===== src/rtl/eth_pkg.sv =====
// Shared Ethernet/ARP constants and helpers used by the RX parser and the TX reply path.
package eth_pkg;

    localparam logic [15:0] ARP_TYPE      = 16'h0806;
    localparam logic [15:0] ARP_HTYPE     = 16'h0001;
    localparam logic [15:0] IPV4_TYPE     = 16'h0800;
    localparam logic [7:0]  ARP_HLEN      = 8'h06;
    localparam logic [7:0]  ARP_PLEN      = 8'h04;
    localparam logic [15:0] ARP_REQUEST   = 16'h0001;
    localparam logic [15:0] ARP_REPLY     = 16'h0002;
    localparam int          ETH_MIN_FRAME = 60;
    localparam logic [5:0]  ARP_LAST_IDX  = 6'd59;

    typedef enum logic [1:0] {
        ST_IDLE = 2'd0,
        ST_SEND = 2'd1,
        ST_GAP  = 2'd2
    } tx_state_e;

    // Byte i of a 48-bit field, most significant byte first.
    function automatic logic [7:0] get_byte48(input logic [47:0] v, input logic [2:0] i);
        case (i)
            3'd0:    get_byte48 = v[47:40];
            3'd1:    get_byte48 = v[39:32];
            3'd2:    get_byte48 = v[31:24];
            3'd3:    get_byte48 = v[23:16];
            3'd4:    get_byte48 = v[15:8];
            3'd5:    get_byte48 = v[7:0];
            default: get_byte48 = 8'h00;
        endcase
    endfunction

    function automatic logic [7:0] get_byte32(input logic [31:0] v, input logic [1:0] i);
        case (i)
            2'd0:    get_byte32 = v[31:24];
            2'd1:    get_byte32 = v[23:16];
            2'd2:    get_byte32 = v[15:8];
            2'd3:    get_byte32 = v[7:0];
            default: get_byte32 = 8'h00;
        endcase
    endfunction

endpackage


===== src/rtl/arp_frame_byte_mux.sv =====
// Combinational map from frame byte index to the byte value of a 60-byte ARP reply.
module arp_frame_byte_mux
    import eth_pkg::*;
(
    input  logic [5:0]  byte_cnt_i,
    input  logic [47:0] fpga_mac_i,
    input  logic [31:0] fpga_ip_i,
    input  logic [47:0] peer_mac_i,
    input  logic [31:0] peer_ip_i,
    output logic [7:0]  byte_o
);

    logic [5:0] rel_s;

    // Select the field covering byte_cnt_i, then the byte within it.
    always_comb begin
        byte_o = 8'h00;
        rel_s  = 6'd0;
        if (byte_cnt_i <= 6'd5) begin
            byte_o = get_byte48(peer_mac_i, byte_cnt_i[2:0]);
        end else if (byte_cnt_i <= 6'd11) begin
            rel_s  = byte_cnt_i - 6'd6;
            byte_o = get_byte48(fpga_mac_i, rel_s[2:0]);
        end else if (byte_cnt_i <= 6'd21) begin
            case (byte_cnt_i)
                6'd12:   byte_o = ARP_TYPE[15:8];
                6'd13:   byte_o = ARP_TYPE[7:0];
                6'd14:   byte_o = ARP_HTYPE[15:8];
                6'd15:   byte_o = ARP_HTYPE[7:0];
                6'd16:   byte_o = IPV4_TYPE[15:8];
                6'd17:   byte_o = IPV4_TYPE[7:0];
                6'd18:   byte_o = ARP_HLEN;
                6'd19:   byte_o = ARP_PLEN;
                6'd20:   byte_o = ARP_REPLY[15:8];
                6'd21:   byte_o = ARP_REPLY[7:0];
                default: byte_o = 8'h00;
            endcase
        end else if (byte_cnt_i <= 6'd27) begin
            rel_s  = byte_cnt_i - 6'd22;
            byte_o = get_byte48(fpga_mac_i, rel_s[2:0]);
        end else if (byte_cnt_i <= 6'd31) begin
            rel_s  = byte_cnt_i - 6'd28;
            byte_o = get_byte32(fpga_ip_i, rel_s[1:0]);
        end else if (byte_cnt_i <= 6'd37) begin
            rel_s  = byte_cnt_i - 6'd32;
            byte_o = get_byte48(peer_mac_i, rel_s[2:0]);
        end else if (byte_cnt_i <= 6'd41) begin
            rel_s  = byte_cnt_i - 6'd38;
            byte_o = get_byte32(peer_ip_i, rel_s[1:0]);
        end else begin
            byte_o = 8'h00;
        end
    end

endmodule


===== src/rtl/tx_arp_reply.sv =====
// Serialises a 60-byte ARP reply onto an 8-bit AXI-Stream, with an inter-frame gap
// and a single newest-wins pending request slot.
module tx_arp_reply
    import eth_pkg::*;
#(
    parameter logic [47:0] FPGA_MAC   = 48'h00_0A_35_01_FE_C0,
    parameter logic [31:0] FPGA_IP    = 32'hC0A8_006E,
    parameter int          IFG_CYCLES = 12
) (
    input  logic        CLK_125M,
    input  logic        SYS_RST_N,
    input  logic        TRIG_TX_ARP,
    input  logic [47:0] PC_MAC,
    input  logic [31:0] PC_IP,
    output logic [7:0]  RGMII_TX_DATA,
    output logic        RGMII_TX_VALID,
    output logic        RGMII_TX_LAST,
    input  logic        RGMII_TX_READY,
    output logic        TX_ARP_BUSY,
    output logic        TX_ARP_DONE
);

    // GAP always lasts at least one clock, so IFG_CYCLES=0 behaves like 1.
    localparam logic [7:0] GAP_LAST = (IFG_CYCLES == 0) ? 8'd0 : 8'(IFG_CYCLES - 1);

    tx_state_e   state_q, state_d;
    logic [5:0]  byte_cnt_q, byte_cnt_d;
    logic [7:0]  gap_cnt_q, gap_cnt_d;
    logic [47:0] mac_q, mac_d, pend_mac_q, pend_mac_d;
    logic [31:0] ip_q, ip_d, pend_ip_q, pend_ip_d;
    logic        pend_q, pend_d;
    logic        valid_s, hs_s, last_s;
    logic [7:0]  byte_s;

    assign valid_s = (state_q == ST_SEND);
    assign hs_s    = valid_s && RGMII_TX_READY;
    assign last_s  = valid_s && (byte_cnt_q == ARP_LAST_IDX);

    arp_frame_byte_mux u_mux (
        .byte_cnt_i (byte_cnt_q),
        .fpga_mac_i (FPGA_MAC),
        .fpga_ip_i  (FPGA_IP),
        .peer_mac_i (mac_q),
        .peer_ip_i  (ip_q),
        .byte_o     (byte_s)
    );

    // Next-state logic: frame sequencing, gap timing and pending-request capture.
    always_comb begin
        state_d    = state_q;
        byte_cnt_d = byte_cnt_q;
        gap_cnt_d  = gap_cnt_q;
        mac_d      = mac_q;
        ip_d       = ip_q;
        pend_d     = pend_q;
        pend_mac_d = pend_mac_q;
        pend_ip_d  = pend_ip_q;
        case (state_q)
            ST_IDLE: begin
                if (TRIG_TX_ARP) begin
                    mac_d      = PC_MAC;
                    ip_d       = PC_IP;
                    byte_cnt_d = 6'd0;
                    state_d    = ST_SEND;
                end else begin
                    state_d = ST_IDLE;
                end
            end
            ST_SEND: begin
                if (TRIG_TX_ARP) begin
                    pend_d     = 1'b1;
                    pend_mac_d = PC_MAC;
                    pend_ip_d  = PC_IP;
                end else begin
                    pend_d = pend_q;
                end
                if (hs_s && last_s) begin
                    gap_cnt_d = 8'd0;
                    state_d   = ST_GAP;
                end else if (hs_s) begin
                    byte_cnt_d = byte_cnt_q + 6'd1;
                end else begin
                    state_d = ST_SEND;
                end
            end
            ST_GAP: begin
                // A trigger landing on the exit cycle is newer than any pending one.
                if (gap_cnt_q == GAP_LAST) begin
                    if (TRIG_TX_ARP) begin
                        mac_d      = PC_MAC;
                        ip_d       = PC_IP;
                        pend_d     = 1'b0;
                        byte_cnt_d = 6'd0;
                        state_d    = ST_SEND;
                    end else if (pend_q) begin
                        mac_d      = pend_mac_q;
                        ip_d       = pend_ip_q;
                        pend_d     = 1'b0;
                        byte_cnt_d = 6'd0;
                        state_d    = ST_SEND;
                    end else begin
                        state_d = ST_IDLE;
                    end
                end else begin
                    gap_cnt_d = gap_cnt_q + 8'd1;
                    if (TRIG_TX_ARP) begin
                        pend_d     = 1'b1;
                        pend_mac_d = PC_MAC;
                        pend_ip_d  = PC_IP;
                    end else begin
                        pend_d = pend_q;
                    end
                end
            end
            default: begin
                state_d = ST_IDLE;
            end
        endcase
    end

    // State and datapath registers with synchronous active-low reset.
    always_ff @(posedge CLK_125M) begin
        if (!SYS_RST_N) begin
            state_q    <= ST_IDLE;
            byte_cnt_q <= 6'd0;
            gap_cnt_q  <= 8'd0;
            mac_q      <= 48'd0;
            ip_q       <= 32'd0;
            pend_q     <= 1'b0;
            pend_mac_q <= 48'd0;
            pend_ip_q  <= 32'd0;
        end else begin
            state_q    <= state_d;
            byte_cnt_q <= byte_cnt_d;
            gap_cnt_q  <= gap_cnt_d;
            mac_q      <= mac_d;
            ip_q       <= ip_d;
            pend_q     <= pend_d;
            pend_mac_q <= pend_mac_d;
            pend_ip_q  <= pend_ip_d;
        end
    end

    assign RGMII_TX_VALID = valid_s;
    assign RGMII_TX_DATA  = valid_s ? byte_s : 8'h00;
    assign RGMII_TX_LAST  = last_s;
    assign TX_ARP_BUSY    = (state_q != ST_IDLE);
    assign TX_ARP_DONE    = hs_s && last_s;

endmodule


===== config.mk =====
export PLATFORM = sky130hd
export DESIGN_NAME = tx_arp_reply
export DESIGN_NICKNAME = d
export VERILOG_FILES = /design/src/rtl/eth_pkg.sv /design/src/rtl/arp_frame_byte_mux.sv /design/src/rtl/tx_arp_reply.sv
export SDC_FILE = /design/constraint.sdc
export NUM_CORES = 1
export LEC_CHECK = 0
export BUFFER_PORTS_ARGS = -buffer_cell sky130_fd_sc_hd__buf_2
export CAP_MARGIN = 10
export CORE_UTILIZATION = 50
export DETAILED_ROUTE_END_ITERATION = 7
export PLACE_DENSITY_LB_ADDON = 0.15
export SYNTH_ARGS = -nofsm -noshare
export SYNTH_HDL_FRONTEND = slang
export SYNTH_SLANG_ARGS = --single-unit

===== constraint.sdc =====
create_clock -name CLK_125M -period 4.9 [get_ports CLK_125M]
set_clock_uncertainty 0.1 [all_clocks]
set_input_delay 0.98 -clock CLK_125M [delete_from_list [all_inputs] [get_ports CLK_125M]]
set_output_delay 0.98 -clock CLK_125M [all_outputs]
set_load 0.02 [all_outputs]

==> impl_metrics.env, run 1 <==
export IMPL_finalHoldViolCount=0
export IMPL_max_stage_delay_ns=0.62
export IMPL_fp_dieArea_um2=17500
export IMPL_ant_nets=0
export IMPL_clock_sinks=181
export IMPL_gr_total_overflow=0
export IMPL_min_period_ns=4.39
export IMPL_io_buffers=95
export IMPL_ys_seq_area_share_pct=42.8
export IMPL_grt_pass1_wl_mm=33.9
export IMPL_clkLatencyLatePin_ns=0.44
export IMPL_row_count=47
export IMPL_post_route_period_util_pct=89.5
export IMPL_ir_drop_mv=0.257
export IMPL_dp_hpwl_mm=14.0
export IMPL_cts_setup_buffers=0
export IMPL_antenna_cells=0
export IMPL_ys_async_sr_fraction_pct=0
export IMPL_rsz0062_at_grt="false"
export IMPL_htree_levels=4
export IMPL_cts_tree="done"
export IMPL_clk_pin_slew_ns=0.07
export IMPL_initial_utilization_pct=51.1
export IMPL_drt_iter0_markers=490
export IMPL_hold_path_class="register to register"
export IMPL_arrival_ns=3.31
export IMPL_detail_route_first_pass_iterations=6
export IMPL_crit_fanout=12
export IMPL_end_kind="output port"
export IMPL_synth_cell_types=61
export IMPL_power_density_nw_per_um2=354
export IMPL_max_slew_margin_pct=26.3
export IMPL_total_power_uw=3410
export IMPL_total_leakage_power_uw=0.00412
export IMPL_cpMaxStageDelayCell="nor3b_1"
export IMPL_drc=0
export IMPL_synth_area_per_cell_um2=8.17
export IMPL_cp_required_ns=3.82
export IMPL_io_pins=96
export IMPL_grt_usage_pct=24.3
export IMPL_syn_area_um2=8470
export IMPL_ctsResizeCount=0
export IMPL_worstPathCellList="inv_1 -> ha_1 -> nor3b_1 -> o21ai_0 -> and2_1 -> and3_1 -> a2111oi_0 -> o22ai_1 -> buf_2"
export IMPL_final_common_cell="nand2_1"
export IMPL_worst_pin_slew_ns=1.11
export IMPL_drt_wl_total_mm=21.0
export IMPL_syn_nets=1135
export IMPL_grt_max_degree=108
export IMPL_routabilityCongestion=0.895
export IMPL_setup_viol=0
export IMPL_cts_hold_buf=0
export IMPL_cts_buffers=17
export IMPL_wl_per_cell_um=16.0
export IMPL_drive_gt1_share_pct=13.9
export IMPL_synth_edf_count=0
export IMPL_drv_cap=0
export IMPL_antenna_found_initial=0
export IMPL_cts_root_buf="clkbuf_16"
export IMPL_crit_type="register to output port"
export IMPL_synth_flop_cell="dfxtp_1"
export IMPL_fmax_ghz=0.228
export IMPL_areaGrowthSynthToFinish_pct=13.7
export IMPL_grt_pass1_vias=6681
export IMPL_fp_dieH_um=132
export IMPL_vias_per_cell=5.61
export IMPL_status="finished clean"
export IMPL_synth_seq_cells=181
export IMPL_setup_tns_ns=0
export IMPL_coreArea_um2=16600
export IMPL_clockBufferDepth=2
export IMPL_mostFrequentLayoutCells="nand2_1, dfxtp_1, nor2_1"
export IMPL_startpoint_type="register"
export IMPL_die_w_um=132
export IMPL_finalNetCount=1175
export IMPL_report_final_slew_viol_count=0
export IMPL_syn_instance_count=1037
export IMPL_yosysWarnings=0
export IMPL_vias=7353
-- layout make-up --
class                      instances  area [um2]
sequential                       181        3620
multi-input combinational        754        4480
fill                            1577        6960
timing repair buffer             105         576
clock buffer                      18         439
tap                              220         275
inverter                          18        70.1
clock inverter                    14         164
-- cells in the mapped netlist, drive strengths merged (3+ instances only) --
cell    instances  area (um2)
a211oi         82         616
a21boi          3        22.5
a21oi          97         485
a221oi          3        26.3
a222oi         15         150
a22oi           5        37.5
a31oi           8        50.1
a32oi           3        26.3
and2            5        31.3
and3            3        18.8
buf             6        25.0
clkbuf         78         294
dfxtp         181        3620
ha             14         175
inv            17        63.8
mux2            4        45.0
mux2i          83         831
nand2         187         702
nand2b          5        31.3
nand3          14        70.1
nand4           3        18.8
nor2          121         454
nor3           14        70.1
o211ai          4        30.0
o21ai          28         140
o22ai           3        18.8
o31a            3        27.5
o31ai           4        30.0
or3            11        73.8
xnor2           3        26.3
-- power breakdown --
part	switching [uW]	total, uW	internal (uW)
logic	247	400	153
registers	57.2	1620	1570
clock network	645	1380	740
-- through the flow --
step	cells	util, %	instance area [um2]	worst slack, ns	hold slack, ns
5_1_grt	1310	58.1	9630	0.297	0.370
3_3_place_gp	1278	54.4	9020	1.01	0.340
4_1_cts	1310	58.1	9630	0.537	0.356
2_1_floorplan	1037	-	8470	1.44	0.336
3_5_place_dp	1278	54.4	9020	1.02	0.346
6_report	1310	58.1	9630	0.514	0.354
-- layer usage --
layer  routed length [um]  GRT usage (%)  up-vias
met2                 9680           38.6      165
li1                     -              -     3776
met3                  908           4.34       25
met4                  363           8.59        0
met5                    0              0        -
met1                10000           33.1     3387
-- cell families (layout without fill, tap and decap cells) --
kind of cell	count (synthesis)	count (layout)	share of synthesized area, %
flops	181	181	42.8
mux	87	87	10.3
xor+xnor	5	5	0.517
simple gates	375	375	18.5
fa+ha+maj	14	14	2.07
buf+inv	102	155	4.57
compound gates	273	273	21.2
-- path summary, 6_finish.rpt --
kind | startpoint | cells past startpoint | to | slack, ns
worst min register to register | pend_ip_q[27] | 2 | pend_ip_q[27] | 0.35
worst max register to register | state_q[1] | 9 | register | 1.72
worst max-delay path | byte_cnt_q[1] | 9 | RGMII_TX_DATA[3] | 0.51
worst min-delay path | pend_ip_q[27] | 2 | pend_ip_q[27] | 0.35
-- state kept, by name, summed over array words and instances (netlist names), named ones only --
| register | count |
|---|---|
| pend_q | 1 |
| pend_ip_q | 32 |
| gap_cnt_q | 8 |
| ip_q | 32 |
| byte_cnt_q | 6 |
| state_q | 2 |
| mac_q | 48 |
| pend_mac_q | 48 |
-- critical path: cells and delay by family (launching register included) --
family	cells	cell delay [ns]
flops	1	0.40
buf+inv	2	0.33
compound gates	3	0.69
simple gates	3	1.08
fa+ha+maj	1	0.38
Note: power is estimated with default switching activity, not from simulation.
==> inputs of run 2 (changes only) <==
Settings changed: RECOVER_POWER from default to 100.
==> run 2 against run 1 <==
The run now ends with max-capacitance violations, max-slew violations left. Sequential power about the same. Maximum frequency fell by 1.5%. Flip-flop and latch count is the same. Non-clock buffer count did not move. Clock power barely moved. Register-to-register slack lost 1.0 ns. Hold slack lost 0.00077 ns. Die area did not move. Sequential share of layout area rose by 0.18 points.
==> impl_metrics.env, run 2 (synthesized netlist as in run 1, its figures left out) <==
export IMPL_arrival_ns=3.37
export IMPL_cts_setup_buffers=0
export IMPL_fp_dieArea_um2=17500
export IMPL_path_buf_inv=2
export IMPL_routabilityCongestion=0.895
export IMPL_htree_levels=4
export IMPL_grt_usage_pct=24.3
export IMPL_antenna_cells=0
export IMPL_vias=7327
export IMPL_row_count=47
export IMPL_mostFrequentLayoutCells="nand2_1, dfxtp_1, nor2_1"
export IMPL_end_kind="output port"
export IMPL_cp_required_ns=3.82
export IMPL_n_fill_cell=1580
export IMPL_clkLatencyLatePin_ns=0.44
export IMPL_cts_buffers=17
export IMPL_post_route_period_util_pct=90.9
export IMPL_multi_input_area_um2=4450
export IMPL_ir_drop_mv=0.258
export IMPL_coreArea_um2=16600
export IMPL_ctsResizeCount=0
export IMPL_grt_pass1_vias=6681
export IMPL_finalNetCount=1175
export IMPL_die_w_um=132
export IMPL_fin_area_um2=9580
export IMPL_io_pins=96
export IMPL_drive_gt1_share_pct=12.5
export IMPL_drt_wl_total_mm=20.9
export IMPL_hold_path_class="register to register"
export IMPL_grt_pass1_wl_mm=33.9
export IMPL_worst_slack_ns=0.447
export IMPL_fmax_ghz=0.225
export IMPL_placed_area_um2=9020
export IMPL_drv_cap=3
export IMPL_cpLargestDelayFamily="simple AND/OR/NAND/NOR gates"
export IMPL_clockBufferDepth=2
export IMPL_status="complete, but fails checks"
export IMPL_crit_fanout=12
export IMPL_seq_area_um2=3620
export IMPL_detail_route_first_pass_iterations=5
export IMPL_finalHoldViolCount=0
export IMPL_min_period_ns=4.45
export IMPL_startpoint_type="register"
export IMPL_total_leakage_power_uw=0.00407
export IMPL_dp_hpwl_mm=14.0
export IMPL_vias_per_cell=5.59
export IMPL_cts_hold_buf=0
export IMPL_clk_pin_slew_ns=0.07
export IMPL_worst_pin_slew_ns=2.55
export IMPL_worstPathCellList="inv_1 -> ha_1 -> nor3b_1 -> o21ai_0 -> and2_0 -> and3_1 -> a2111oi_0 -> o22ai_1 -> clkbuf_1"
export IMPL_ant_nets=0
export IMPL_areaGrowthSynthToFinish_pct=13.1
export IMPL_final_common_cell="nand2_1"
export IMPL_max_stage_delay_ns=0.62
export IMPL_place_ws_ns=1.02
export IMPL_grt_max_degree=108
export IMPL_final_util_pct=57.8
export IMPL_initial_utilization_pct=51.1
export IMPL_rsz0062_at_grt="false"
export IMPL_violations="max-capacitance violations, max-slew violations"
export IMPL_io_buffers=95
export IMPL_cts_root_buf="clkbuf_16"
export IMPL_max_slew_margin_pct=-69.8
export IMPL_gr_total_overflow=0
export IMPL_power_density_nw_per_um2=355
export IMPL_drc=0
export IMPL_fp_dieH_um=132
export IMPL_wl_per_cell_um=16.0
export IMPL_drt_iter0_markers=472
export IMPL_cpMaxStageDelayCell="nor3b_1"
export IMPL_report_final_slew_viol_count=171
export IMPL_largestRegisters="mac_q (48), pend_mac_q (48)"
export IMPL_clock_sinks=181
export IMPL_setup_tns_ns=0
export IMPL_setup_viol=0
export IMPL_cts_tree="done"
export IMPL_crit_type="register to output port"
export IMPL_antenna_found_initial=0
run 2: where the power goes:
part	internal, uW	switching (uW)
combinational	154	246
clock	740	641
sequential	1570	57.4
run 2: layer usage:
metal / global-route usage [%] / vias up / share of wire, %
li1: - / 3773 / -
met1: 33.1 / 3361 / 48
met2: 38.6 / 168 / 47
met3: 4.34 / 25 / 4.0
met4: 8.59 / 0 / 1.7
met5: 0 / - / 0
run 2: path summary, 6_finish.rpt:
| path | startpoint | to | slack (ns) | cells past startpoint |
|---|---|---|---|---|
| worst max-delay path | byte_cnt_q[0] | RGMII_TX_DATA[3] | 0.45 | 9 |
| worst min-delay path | pend_ip_q[27] | pend_ip_q[27] | 0.35 | 2 |
| worst max register to register | gap_cnt_q[0] | ip_q[5] | 0.68 | 8 |
| worst min register to register | pend_ip_q[27] | pend_ip_q[27] | 0.35 | 2 |
run 2: worst min-delay path, cell delays in order, from the launching register on:
cell and delay, ns:
dfxtp_1 0.31, nand2_1 0.05, a21oi_1 0.05
run 2: stage by stage:
step,power (uW),cells,hold slack [ns]
after global placement,2050,1278,0.340
final,3400,1310,0.353
after detailed placement,2060,1278,0.346
after global routing,3560,1310,0.370
after CTS,3440,1310,0.356
after floorplan,1920,1037,0.336
run 2: cell type report:
type | count | share of cell area (%)
inverters | 18 | 0.731
well taps | 220 | 2.87
flip-flops and latches | 181 | 37.8
clock buffers | 18 | 4.58
clock inverters | 14 | 1.71
multi-input cells | 754 | 46.5
repair buffers | 105 | 5.80
